$ cat src/rtl/store_buffer_pkg.sv
// store_buffer_pkg
// Shared constants for the store buffer and the hazard unit that probes it.
// The entry layout is {word address, lane-positioned data, byte strobes}.
// The hazard unit and store_buffer both read SB_DEPTH and the field widths
// from here, so they agree on the entry layout.
package store_buffer_pkg;

    localparam int SB_DEPTH  = 4;   // default number of store entries
    localparam int SB_AW     = 32;  // default byte-address width
    localparam int SB_DATA_W = 32;  // store data width
    localparam int SB_STRB_W = 4;   // one strobe per byte lane
    localparam int SB_OFS_W  = 2;   // byte-offset bits dropped from stored addresses

endpackage

$ cat src/rtl/store_buffer_if.sv
// store_buffer_if
// Bundles the store buffer's input, memory-write and load-probe signals.
//   slave  : store_buffer side (accepts stores, drives memory, answers probes)
//   master : environment side (MEM stage, data memory, hazard unit)
// Handshakes:
//   in_valid/in_ready : a store transfers in any cycle where both are high.
//                       in_ready does not depend on in_valid.
//   mem_req/mem_ack   : the head entry retires in any cycle where both are high.
//                       While mem_req is high and not acked, mem_addr, mem_wdata
//                       and mem_wstrb hold their values. An ack without a
//                       request is ignored.
interface store_buffer_if #(
    parameter int AW    = 32,
    parameter int DEPTH = 4
);
    localparam int CW = $clog2(DEPTH) + 1;

    logic          in_valid;
    logic          in_ready;
    logic [AW-1:0] in_addr;
    logic [31:0]   in_wdata;
    logic [3:0]    in_wstrb;

    logic          mem_req;
    logic [AW-1:0] mem_addr;
    logic [31:0]   mem_wdata;
    logic [3:0]    mem_wstrb;
    logic          mem_ack;

    logic          ld_check_valid;
    logic [AW-1:0] ld_addr;
    logic          ld_conflict;

    logic          sb_empty;
    logic [CW-1:0] sb_count;

    modport slave (
        input  in_valid, in_addr, in_wdata, in_wstrb, mem_ack, ld_check_valid, ld_addr,
        output in_ready, mem_req, mem_addr, mem_wdata, mem_wstrb, ld_conflict,
               sb_empty, sb_count
    );

    modport master (
        output in_valid, in_addr, in_wdata, in_wstrb, mem_ack, ld_check_valid, ld_addr,
        input  in_ready, mem_req, mem_addr, mem_wdata, mem_wstrb, ld_conflict,
               sb_empty, sb_count
    );

endinterface

$ cat src/rtl/store_buffer_match.sv
// sb_match
// Per-entry word-address comparator for load-hazard detection.
// Ports:
//   entry_word  in  DEPTH x WW  stored word addresses
//   entry_valid in  DEPTH       entry valid bits
//   probe_word  in  WW          word address of the probing load
//   hit         out DEPTH       one bit per valid entry whose word matches
module sb_match
    import store_buffer_pkg::*;
#(
    parameter int DEPTH = SB_DEPTH,
    parameter int WW    = SB_AW - SB_OFS_W
) (
    input  logic [DEPTH-1:0][WW-1:0] entry_word,
    input  logic [DEPTH-1:0]         entry_valid,
    input  logic [WW-1:0]            probe_word,
    output logic [DEPTH-1:0]         hit
);

    always_comb begin
        hit = '0;
        for (int i = 0; i < DEPTH; i++) begin
            hit[i] = entry_valid[i] && (entry_word[i] == probe_word);
        end
    end

endmodule

$ cat src/rtl/store_buffer.sv
// store_buffer
// Posted-write FIFO between the byte-lane store generator and the data-memory
// write port. Stores retire in order over mem_req/mem_ack. Loads that hit a
// word with a pending store get ld_conflict, so the hazard unit can stall them.
// Ports:
//   clk, rst_n : rising-edge clock, asynchronous active-low reset
//   sb (slave) : in_*  store input handshake
//                mem_* head-entry write request to memory
//                ld_*  load probe / conflict flag
//                sb_empty, sb_count : registered occupancy status
module store_buffer
    import store_buffer_pkg::*;
#(
    parameter int DEPTH = SB_DEPTH,
    parameter int AW    = SB_AW
) (
    input  logic          clk,
    input  logic          rst_n,
    store_buffer_if.slave sb
);

    localparam int PW = $clog2(DEPTH);
    localparam int CW = PW + 1;
    localparam int WW = AW - SB_OFS_W;

    logic [PW-1:0]                      wr_ptr_q, wr_ptr_d;
    logic [PW-1:0]                      rd_ptr_q, rd_ptr_d;
    logic [CW-1:0]                      count_q,  count_d;
    logic [DEPTH-1:0]                   valid_q,  valid_d;
    logic [DEPTH-1:0][WW-1:0]           word_q,   word_d;
    logic [DEPTH-1:0][SB_DATA_W-1:0]    data_q,   data_d;
    logic [DEPTH-1:0][SB_STRB_W-1:0]    strb_q,   strb_d;

    logic             full;
    logic             not_empty;
    logic             accept;
    logic             push;
    logic             pop;
    logic [DEPTH-1:0] hit;
    logic [WW-1:0]    in_word;
    logic [WW-1:0]    ld_word;
    logic             unused_ofs;

    assign in_word = sb.in_addr[AW-1:SB_OFS_W];
    assign ld_word = sb.ld_addr[AW-1:SB_OFS_W];
    // Byte offsets are irrelevant: entries and probes are word-granular.
    assign unused_ofs = ^{sb.in_addr[SB_OFS_W-1:0], sb.ld_addr[SB_OFS_W-1:0]};

    // Readiness comes only from registered count: a full buffer stays
    // not-ready even while the head is being acked.
    assign full      = (count_q == CW'(DEPTH));
    assign not_empty = (count_q != '0);
    assign accept    = sb.in_valid && !full;
    // A zero-strobe store completes its handshake but writes nothing, so it
    // never takes an entry.
    assign push      = accept && (sb.in_wstrb != '0);
    assign pop       = not_empty && sb.mem_ack;

    always_comb begin
        wr_ptr_d = wr_ptr_q;
        rd_ptr_d = rd_ptr_q;
        count_d  = count_q;
        valid_d  = valid_q;
        word_d   = word_q;
        data_d   = data_q;
        strb_d   = strb_q;

        // Push and pop never target the same slot: push needs count < DEPTH
        // and pop needs count > 0, so wr_ptr != rd_ptr or the slot is free.
        if (push) begin
            word_d[wr_ptr_q]  = in_word;
            data_d[wr_ptr_q]  = sb.in_wdata;
            strb_d[wr_ptr_q]  = sb.in_wstrb;
            valid_d[wr_ptr_q] = 1'b1;
            wr_ptr_d          = wr_ptr_q + PW'(1);
        end
        if (pop) begin
            valid_d[rd_ptr_q] = 1'b0;
            rd_ptr_d          = rd_ptr_q + PW'(1);
        end

        case ({push, pop})
            2'b10:   count_d = count_q + CW'(1);
            2'b01:   count_d = count_q - CW'(1);
            default: count_d = count_q;
        endcase
    end

    always_ff @(posedge clk or negedge rst_n) begin
        if (!rst_n) begin
            wr_ptr_q <= '0;
            rd_ptr_q <= '0;
            count_q  <= '0;
            valid_q  <= '0;
            word_q   <= '0;
            data_q   <= '0;
            strb_q   <= '0;
        end else begin
            wr_ptr_q <= wr_ptr_d;
            rd_ptr_q <= rd_ptr_d;
            count_q  <= count_d;
            valid_q  <= valid_d;
            word_q   <= word_d;
            data_q   <= data_d;
            strb_q   <= strb_d;
        end
    end

    // Memory side is driven purely from registers; a new store reaches
    // mem_req no earlier than the cycle after its push. Fields read as zero
    // while no request is pending.
    assign sb.mem_req   = not_empty;
    assign sb.mem_addr  = not_empty ? {word_q[rd_ptr_q], {SB_OFS_W{1'b0}}} : '0;
    assign sb.mem_wdata = not_empty ? data_q[rd_ptr_q] : '0;
    assign sb.mem_wstrb = not_empty ? strb_q[rd_ptr_q] : '0;
    assign sb.in_ready  = !full;
    assign sb.sb_empty  = !not_empty;
    assign sb.sb_count  = count_q;

    sb_match #(
        .DEPTH (DEPTH),
        .WW    (WW)
    ) u_match (
        .entry_word  (word_q),
        .entry_valid (valid_q),
        .probe_word  (ld_word),
        .hit         (hit)
    );

    // The head being popped this cycle is still valid in valid_q, so it still
    // flags a conflict (conservative). A same-cycle push also counts.
    assign sb.ld_conflict = sb.ld_check_valid &&
                            ((|hit) || (push && (in_word == ld_word)));

endmodule

$ cat src/flat_wrapper.sv
// flat-port wrapper written by rule: the top's interface ports become plain ports
module store_buffer_flat import store_buffer_pkg::*;
#(
    parameter int DEPTH = SB_DEPTH,
    parameter int AW    = SB_AW
)
  (clk, rst_n, sb_in_valid, sb_in_addr, sb_in_wdata, sb_in_wstrb, sb_mem_ack, sb_ld_check_valid, sb_ld_addr, sb_in_ready, sb_mem_req, sb_mem_addr, sb_mem_wdata, sb_mem_wstrb, sb_ld_conflict, sb_sb_empty, sb_sb_count);
  store_buffer_if #(.AW(AW), .DEPTH(DEPTH)) sb_i ();
  input  logic clk;
  input  logic rst_n;
  input wire logic [$bits(sb_i.in_valid)-1:0] sb_in_valid;
  input wire logic [$bits(sb_i.in_addr)-1:0] sb_in_addr;
  input wire logic [$bits(sb_i.in_wdata)-1:0] sb_in_wdata;
  input wire logic [$bits(sb_i.in_wstrb)-1:0] sb_in_wstrb;
  input wire logic [$bits(sb_i.mem_ack)-1:0] sb_mem_ack;
  input wire logic [$bits(sb_i.ld_check_valid)-1:0] sb_ld_check_valid;
  input wire logic [$bits(sb_i.ld_addr)-1:0] sb_ld_addr;
  output wire logic [$bits(sb_i.in_ready)-1:0] sb_in_ready;
  output wire logic [$bits(sb_i.mem_req)-1:0] sb_mem_req;
  output wire logic [$bits(sb_i.mem_addr)-1:0] sb_mem_addr;
  output wire logic [$bits(sb_i.mem_wdata)-1:0] sb_mem_wdata;
  output wire logic [$bits(sb_i.mem_wstrb)-1:0] sb_mem_wstrb;
  output wire logic [$bits(sb_i.ld_conflict)-1:0] sb_ld_conflict;
  output wire logic [$bits(sb_i.sb_empty)-1:0] sb_sb_empty;
  output wire logic [$bits(sb_i.sb_count)-1:0] sb_sb_count;
  assign sb_i.in_valid = sb_in_valid;
  assign sb_i.in_addr = sb_in_addr;
  assign sb_i.in_wdata = sb_in_wdata;
  assign sb_i.in_wstrb = sb_in_wstrb;
  assign sb_i.mem_ack = sb_mem_ack;
  assign sb_i.ld_check_valid = sb_ld_check_valid;
  assign sb_i.ld_addr = sb_ld_addr;
  assign sb_in_ready = sb_i.in_ready;
  assign sb_mem_req = sb_i.mem_req;
  assign sb_mem_addr = sb_i.mem_addr;
  assign sb_mem_wdata = sb_i.mem_wdata;
  assign sb_mem_wstrb = sb_i.mem_wstrb;
  assign sb_ld_conflict = sb_i.ld_conflict;
  assign sb_sb_empty = sb_i.sb_empty;
  assign sb_sb_count = sb_i.sb_count;
  store_buffer #(.DEPTH(DEPTH), .AW(AW)) u_core (.clk(clk), .rst_n(rst_n), .sb(sb_i));
endmodule
$ cat config.mk
export PLATFORM = sky130hd
export DESIGN_NAME = store_buffer_flat
export DESIGN_NICKNAME = d
export VERILOG_FILES = /design/src/rtl/store_buffer_pkg.sv /design/src/rtl/store_buffer_if.sv /design/src/rtl/store_buffer_match.sv /design/src/rtl/store_buffer.sv /design/src/flat_wrapper.sv
export SDC_FILE = /design/constraint.sdc
export NUM_CORES = 1
export LEC_CHECK = 0
export ABC_AREA = 1
export CORE_AREA = 2 2 199 201
export DETAILED_ROUTE_END_ITERATION = 10
export DIE_AREA = 0 0 201 203
export GPL_ROUTABILITY_DRIVEN = 0
export GPL_TIMING_DRIVEN = 1
export PLACE_DENSITY_LB_ADDON = 0.2
export SLEW_MARGIN = 40
export SYNTH_ARGS = -nofsm -noshare
export SYNTH_HDL_FRONTEND = slang
export SYNTH_HIERARCHICAL = 1
export SYNTH_SLANG_ARGS = --single-unit
export TNS_END_PERCENT = 5
$ cat constraint.sdc
create_clock -name clk -period 2.9 [get_ports clk]
set_clock_uncertainty 0.2 [all_clocks]
set_input_delay 0.58 -clock clk [delete_from_list [all_inputs] [get_ports clk]]
set_output_delay 0.58 -clock clk [all_outputs]
set_load 0.1 [all_outputs]
==> impl_metrics.py, run 1 <==
metrics = {
    "global_routing": {
        "overflow": 0,
        "grt_start_max_net_pins": 69,
        "grt_busiest_layer": "met2",
        "gr-usage-met2_pct": 39.8,
        "use_met1_pct": 31.6,
        "grt_pass1_wl_um": 77000,
        "track_usage_pct": 23.9,
        "grt_pass1_vias": 13826,
        "antenna_found_initial": 2,
        "grt_util_met3_pct": 3.47,
    },
    "worst_setup_path": {
        "cp_slowest_stage_delay_ns": 0.38,
        "cp-start-kind": "primary input",
        "slowest_stage": "nor4_4",
        "r2r-start": "u_core/sb.sb_count[1]$_DFFE_PN0P_",
        "critPathBufInv": 3,
        "end_kind": "output port",
        "r2r_slack_ns": 0.60,
        "crit_type": "in2out",
        "path_max_fanout": 3,
        "endpoint": "sb_ld_conflict",
        "r2r_cells": 12,
        "crit_chain": "dlygate4sd2_1, buf_4, nand2_1, nand2_2, nor2_2, nand2_1, nor2_1, nand2_1, nor2_4, nor4_4, a21oi_4, buf_12",
        "crit_family": "simple AND/OR/NAND/NOR gates",
        "startpoint": "sb_ld_addr[12]",
        "crit_top_cell": "nand2_1",
        "rr_endpoint": "u_core/sb.sb_count[2]$_DFFE_PN0P_",
        "arrival_ns": 2.20,
        "crit_cells": 12,
        "cp.required_ns": 2.12,
    },
    "clock_network": {
        "cts_buffers": 35,
        "tritoncts": "built",
        "htree_levels": 2,
        "clockBufferDepth": 3,
        "root_buffer": "clkbuf_16",
        "clk_latency_ns": 0.52,
        "clock-sinks": 275,
        "clk_pin_slew_ns": 0.05,
    },
    "floorplan": {
        "die_area_um2": 40800,
        "row_count": 72,
        "ioPinCount": 180,
        "coreArea_um2": 38500,
        "die_x_um": 201,
        "die_y_um": 203,
        "start_util_pct": 39.8,
    },
    "detailed_routing": {
        "wl_um": 49700,
        "drtIter0Drc": 1098,
        "ant_nets": 0,
        "wl_per_cell_um": 17.7,
        "vias": 14164,
        "vias_per_cell": 5.05,
        "drtPass1Iterations": 6,
        "drc": 0,
    },
    "timing": {
        "min_period_ns": 2.98,
        "fmax_ghz": 0.336,
        "fin_hold_ws_ns": 0.269,
        "slew-limit-headroom_pct": 66.1,
        "rsz0062_at_grt": "true",
        "setup_ws_ns": -0.0758,
        "setup_viol": 1,
        "hold_viol": 0,
        "period_share_pct": 103,
        "worst_pin_slew_ns": 0.509,
        "drv_slew": 0,
    },
    "layout": {
        "nets": 2376,
        "layout_commonest_cell": "nand2_1",
        "diodes": 0,
        "fillers": 3530,
        "final_cells": 2805,
        "final_cell_mix": "nand2_1, inv_1, dfrtp_1",
        "design_area_um2": 20900,
        "drive_above_1_share_pct": 20.3,
        "syn_to_final_growth_pct": 36.3,
    },
    "synth": {
        "yosysWarnings": 6,
        "ys_ff_latch": 275,
        "synthCells": 2012,
        "syn_area_um2": 15300,
        "yosysUniqueCellTypes": 32,
        "ys_seq_area_share_pct": 45.0,
        "synth_area_per_cell_um2": 7.61,
    },
    "placement": {
        "post_dp_cell_area_um2": 19300,
        "hpwlAfterDp_um": 34200,
        "io_buffers": 173,
        "placedCellCount": 2721,
    },
    "run_status": {
        "status": "finished, violations left",
        "violations": "negative setup slack",
    },
    "hold_path": {
        "hold_class": "in2reg",
    },
    "run": {
        "cap_violations": 0,
    },
}
-- metal layers --
metal / share of wire [%] / vias to the layer above
met5: 0.016 / -
met4: 3.8 / 2
met3: 6.5 / 125
met2: 46 / 511
met1: 43 / 6683
li1: - / 6843
-- worst min path at each step --
stage / endpoint / depth (start not counted) / startpoint / slack, ns
6_report: u_core/word_q[86]$_DFFE_PN0P_ / 4 / sb_in_addr[28] / 0.27
5_1_grt: u_core/word_q[56]$_DFFE_PN0P_ / 4 / sb_in_addr[28] / 0.27
4_1_cts: u_core/data_q[122]$_DFFE_PN0P_ / 1 / u_core/data_q[122]$_DFFE_PN0P_ / 0.28
3_5_place_dp: u_core/data_q[106]$_DFFE_PN0P_ / 1 / u_core/data_q[106]$_DFFE_PN0P_ / 0.27
3_3_place_gp: u_core/data_q[4]$_DFFE_PN0P_ / 1 / u_core/data_q[4]$_DFFE_PN0P_ / 0.26
2_1_floorplan: u_core/data_q[0]$_DFFE_PN0P_ / 0 / rst_n / 0.08
-- synth_stat cells --
cell,count,area [um2]
nand2_2,1,6.26
fa_1,1,20.0
buf_6,5,56.3
nor3_1,2,10.0
nor2_4,3,33.8
xnor2_1,13,114
inv_4,1,6.26
nor4_1,1,6.26
mux2_1,104,1170
mux2_2,2,22.5
o21ai_0,248,1240
a21oi_1,231,1160
nor2_1,126,473
ha_1,9,113
conb_1,1,3.75
o21ai_1,29,145
nor2_2,5,31.3
nand3_1,7,35.0
clkbuf_2,1,5.00
xor2_1,14,123
buf_4,26,195
dfrtp_1,275,6880
nand3_2,1,10.0
buf_2,7,35.0
clkbuf_1,45,169
inv_2,31,116
nor2_8,2,40.0
clkinv_1,1,3.75
buf_1,12,45.0
inv_1,275,1030
or2_2,1,6.26
nand2_1,532,2000
-- cell families after synthesis --
group                    share of synthesized area (%)
flip-flops                                        45.0
AO/OA/AOI/OAI                                     16.6
adder cells (fa/ha/maj)                          0.867
buffers and inverters                             10.9
AND/OR/NAND/NOR                                   17.3
multiplexers                                      7.80
other                                           0.0245
XOR/XNOR                                          1.55
-- metrics by stage --
step / TNS (ns) / setup slack [ns] / util, %
final: -0.0758 / -0.0758 / 54.2
after global routing: -2.56 / -0.133 / 54.2
after CTS: -1.26 / -0.0950 / 53.6
after detailed placement: -2.59 / -0.611 / 50.1
after global placement: -2.49 / -0.629 / 50.1
after floorplan: -10.14 / -0.526 / -
-- state kept, by name, summed over array words and instances, names as in the netlist --
register / count
u_core/rd_ptr_q: 2
u_core/sb.sb_count: 3
u_core/word_q: 120
u_core/valid_q: 4
u_core/wr_ptr_q: 2
u_core/strb_q: 16
u_core/data_q: 128
-- layout make-up --
type                    count  area, um2  area share (%)
clock buffers              50        992            4.76
well taps                 518        648            3.11
multi-input cells        1334       7310            35.1
repair buffers            307       3670            17.6
flip-flops and latches    275       6890            33.0
inverters                 308       1170            5.60
clock inverters            13        181           0.870
-- worst register-to-register path: stages, from the launching register on --
cell     delay [ns]
dfrtp_2        0.45
inv_2          0.09
nand3_2        0.08
nand2_2        0.12
nor2_4         0.06
buf_4          0.14
inv_4          0.05
ha_1           0.15
inv_1          0.07
fa_1           0.38
a21oi_1        0.14
o21ai_0        0.11
xnor2_1        0.14
-- what timing repair did --
action	CTS	global route
endpoints found under the setup margin	67	65
cloned	0	1
hold buffers	1	0
endpoints found under the hold margin	41	0
pin swaps	9	43
resized for setup	103	85
setup buffers	6	14
Power of run 1 is left out: the tool's default activity adds up to more than one toggle a clock period on the data nets, which glitch-free logic cannot reach.
==> run 2: changes to the inputs <==
--- a/config.mk
+++ b/config.mk
@@ -6,6 +6,7 @@
 export NUM_CORES = 1
 export LEC_CHECK = 0
 export ABC_AREA = 1
+export CAP_MARGIN = 20
 export CORE_AREA = 2 2 199 201
 export DETAILED_ROUTE_END_ITERATION = 10
 export DIE_AREA = 0 0 201 203
==> constraint.sdc (replaced) <==
create_clock -name clk -period 2.98 [get_ports clk]
set_clock_uncertainty 0.2 [all_clocks]
set_input_delay 0.596 -clock clk [delete_from_list [all_inputs] [get_ports clk]]
set_output_delay 0.596 -clock clk [all_outputs]
set_load 0.1 [all_outputs]
==> impl_metrics.py, run 2 (synthesis results as in run 1) <==
metrics = {
    "run_status": {
        "status": "finished clean",
    },
    "floorplan": {
        "die_area_um2": 40800,
        "die_x_um": 201,
        "die_y_um": 203,
        "ioPinCount": 180,
        "row_count": 72,
        "coreArea_um2": 38500,
        "start_util_pct": 39.8,
    },
    "global_routing": {
        "grt_pass1_vias": 13711,
        "grt_start_max_net_pins": 72,
        "track_usage_pct": 24.0,
        "grt_pass1_wl_um": 76900,
        "antenna_found_initial": 2,
        "overflow": 0,
    },
    "timing": {
        "timing.setup.tns_ns": 0,
        "rsz0062_at_grt": "true",
        "setup_viol": 0,
        "drv_slew": 0,
        "hold_viol": 0,
        "min_period_ns": 2.97,
        "fmax_ghz": 0.336,
        "fin_hold_ws_ns": 0.207,
        "period_share_pct": 99.8,
    },
    "clock_network": {
        "htree_levels": 2,
        "clock-sinks": 275,
        "clockBufferDepth": 3,
        "clk_pin_slew_ns": 0.06,
        "root_buffer": "clkbuf_16",
        "cts_buffers": 34,
        "tritoncts": "built",
        "clk_latency_ns": 0.53,
    },
    "layout": {
        "final_cells": 2810,
        "nets": 2380,
        "layout_commonest_cell": "nand2_1",
        "final_cell_mix": "nand2_1, inv_1, dfrtp_1",
        "multi_input_area_um2": 7220,
        "regArea_um2": 6890,
        "syn_to_final_growth_pct": 35.7,
        "top_regs": "u_core/data_q (128), u_core/word_q (120), u_core/strb_q (16)",
        "regMostFlops": "u_core/data_q",
        "fillers": 3600,
        "largest_register_ffs": 128,
        "drive_above_1_share_pct": 20.2,
    },
    "worst_setup_path": {
        "crit_top_cell": "nor2_1",
        "critPathBufInv": 3,
        "cp-start-kind": "primary input",
        "crit_type": "in2out",
        "cp_slowest_stage_delay_ns": 0.52,
        "crit_chain": "clkdlybuf4s50_1, xor2_1, nor2_1, nand2_1, nor2_1, buf_4, nand3_2, a21oi_4, buf_12",
        "end_kind": "output port",
        "cp.required_ns": 2.18,
        "path_max_fanout": 2,
        "slowest_stage": "clkdlybuf4s50_1",
        "crit_family": "buffers and inverters",
        "arrival_ns": 2.18,
    },
    "detailed_routing": {
        "wl_um": 50000,
        "drtIter0Drc": 1192,
        "drc": 0,
        "wl_per_cell_um": 17.8,
        "vias": 14282,
        "ant_nets": 0,
        "vias_per_cell": 5.08,
        "drtPass1Iterations": 5,
    },
    "placement": {
        "io_buffers": 173,
        "placedCellCount": 2733,
        "hpwlAfterDp_um": 34300,
    },
    "hold_path": {
        "hold_class": "in2reg",
    },
    "run": {
        "cap_violations": 0,
    },
}
-- run 2: changes by cell type in the layout (fill, tap and decap cells not counted), moves of 6 or more --
cell and delta:
o21ai_1 +13, a21oi_4 -7, nand2_1 -7, o21ai_0 -13, nor2_1 +6, nand2_2 +6
-- run 2: metrics by stage --
step           worst slack (ns)  instance area [um2]  util (%)
6_report                0.00552                20800      54.0
3_5_place_dp             -0.572                19300      50.2
4_1_cts                 -0.0684                20600      53.5
2_1_floorplan            -0.462                15500         -
5_1_grt                 -0.0612                20800      54.0
3_3_place_gp             -0.555                19300      50.2
-- run 2: cell type report --
| type | count | share of cell area, % |
|---|---|---|
| Multi-Input combinational cell | 1334 | 34.8 |
| Sequential cell | 275 | 33.2 |
| Timing Repair Buffer | 312 | 18.0 |
| Inverter | 308 | 5.63 |
| Clock buffer | 49 | 4.66 |
| Tap cell | 518 | 3.12 |
| Clock inverter | 13 | 0.566 |
| Antenna cell | 1 | 0.0121 |
-- run 2: final timing paths --
path                                              startpoint                                end  slack [ns]  cells past startpoint
max                                           sb_in_addr[27]                     sb_ld_conflict       0.006                      9
min reg2reg                    u_core/data_q[10]$_DFFE_PN0P_      u_core/data_q[10]$_DFFE_PN0P_        0.28                      1
max reg2reg                u_core/sb.sb_count[0]$_DFFE_PN0P_  u_core/sb.sb_count[2]$_DFFE_PN0P_        0.58                     11
max in group asynchronous                              rst_n  u_core/sb.sb_count[2]$_DFFE_PN0P_        1.46                      3
min                                           sb_in_addr[21]      u_core/word_q[79]$_DFFE_PN0P_        0.21                      3
min in group asynchronous                              rst_n      u_core/word_q[84]$_DFFE_PN0P_        0.39                      2
-- run 2: timing repair --
action	4_1_cts	5_1_grt
hold buffers	1	0
setup endpoints to repair	53	56
hold endpoints to repair	45	0
resized for setup	109	83
buffers inserted	5	7
pin swaps	32	38
gates cloned	0	2
-- run 2: worst min-delay path, delay by kind of cell --
family / cells / cell delay (ns)
AO/OA/AOI/OAI: 1 / 0.07
AND/OR/NAND/NOR: 1 / 0.07
buffers and inverters: 1 / 0.17
-- run 2: layer usage --
metal  global-route usage (%)  share of wire (%)  routed length [um]
met4                     8.94                3.4                1690
met3                     4.37                6.5                3230
met2                     39.8                 48               23800
met5                        0              0.022                  11
met1                     31.4                 43               21300
Power of run 2 is left out for the same reason.
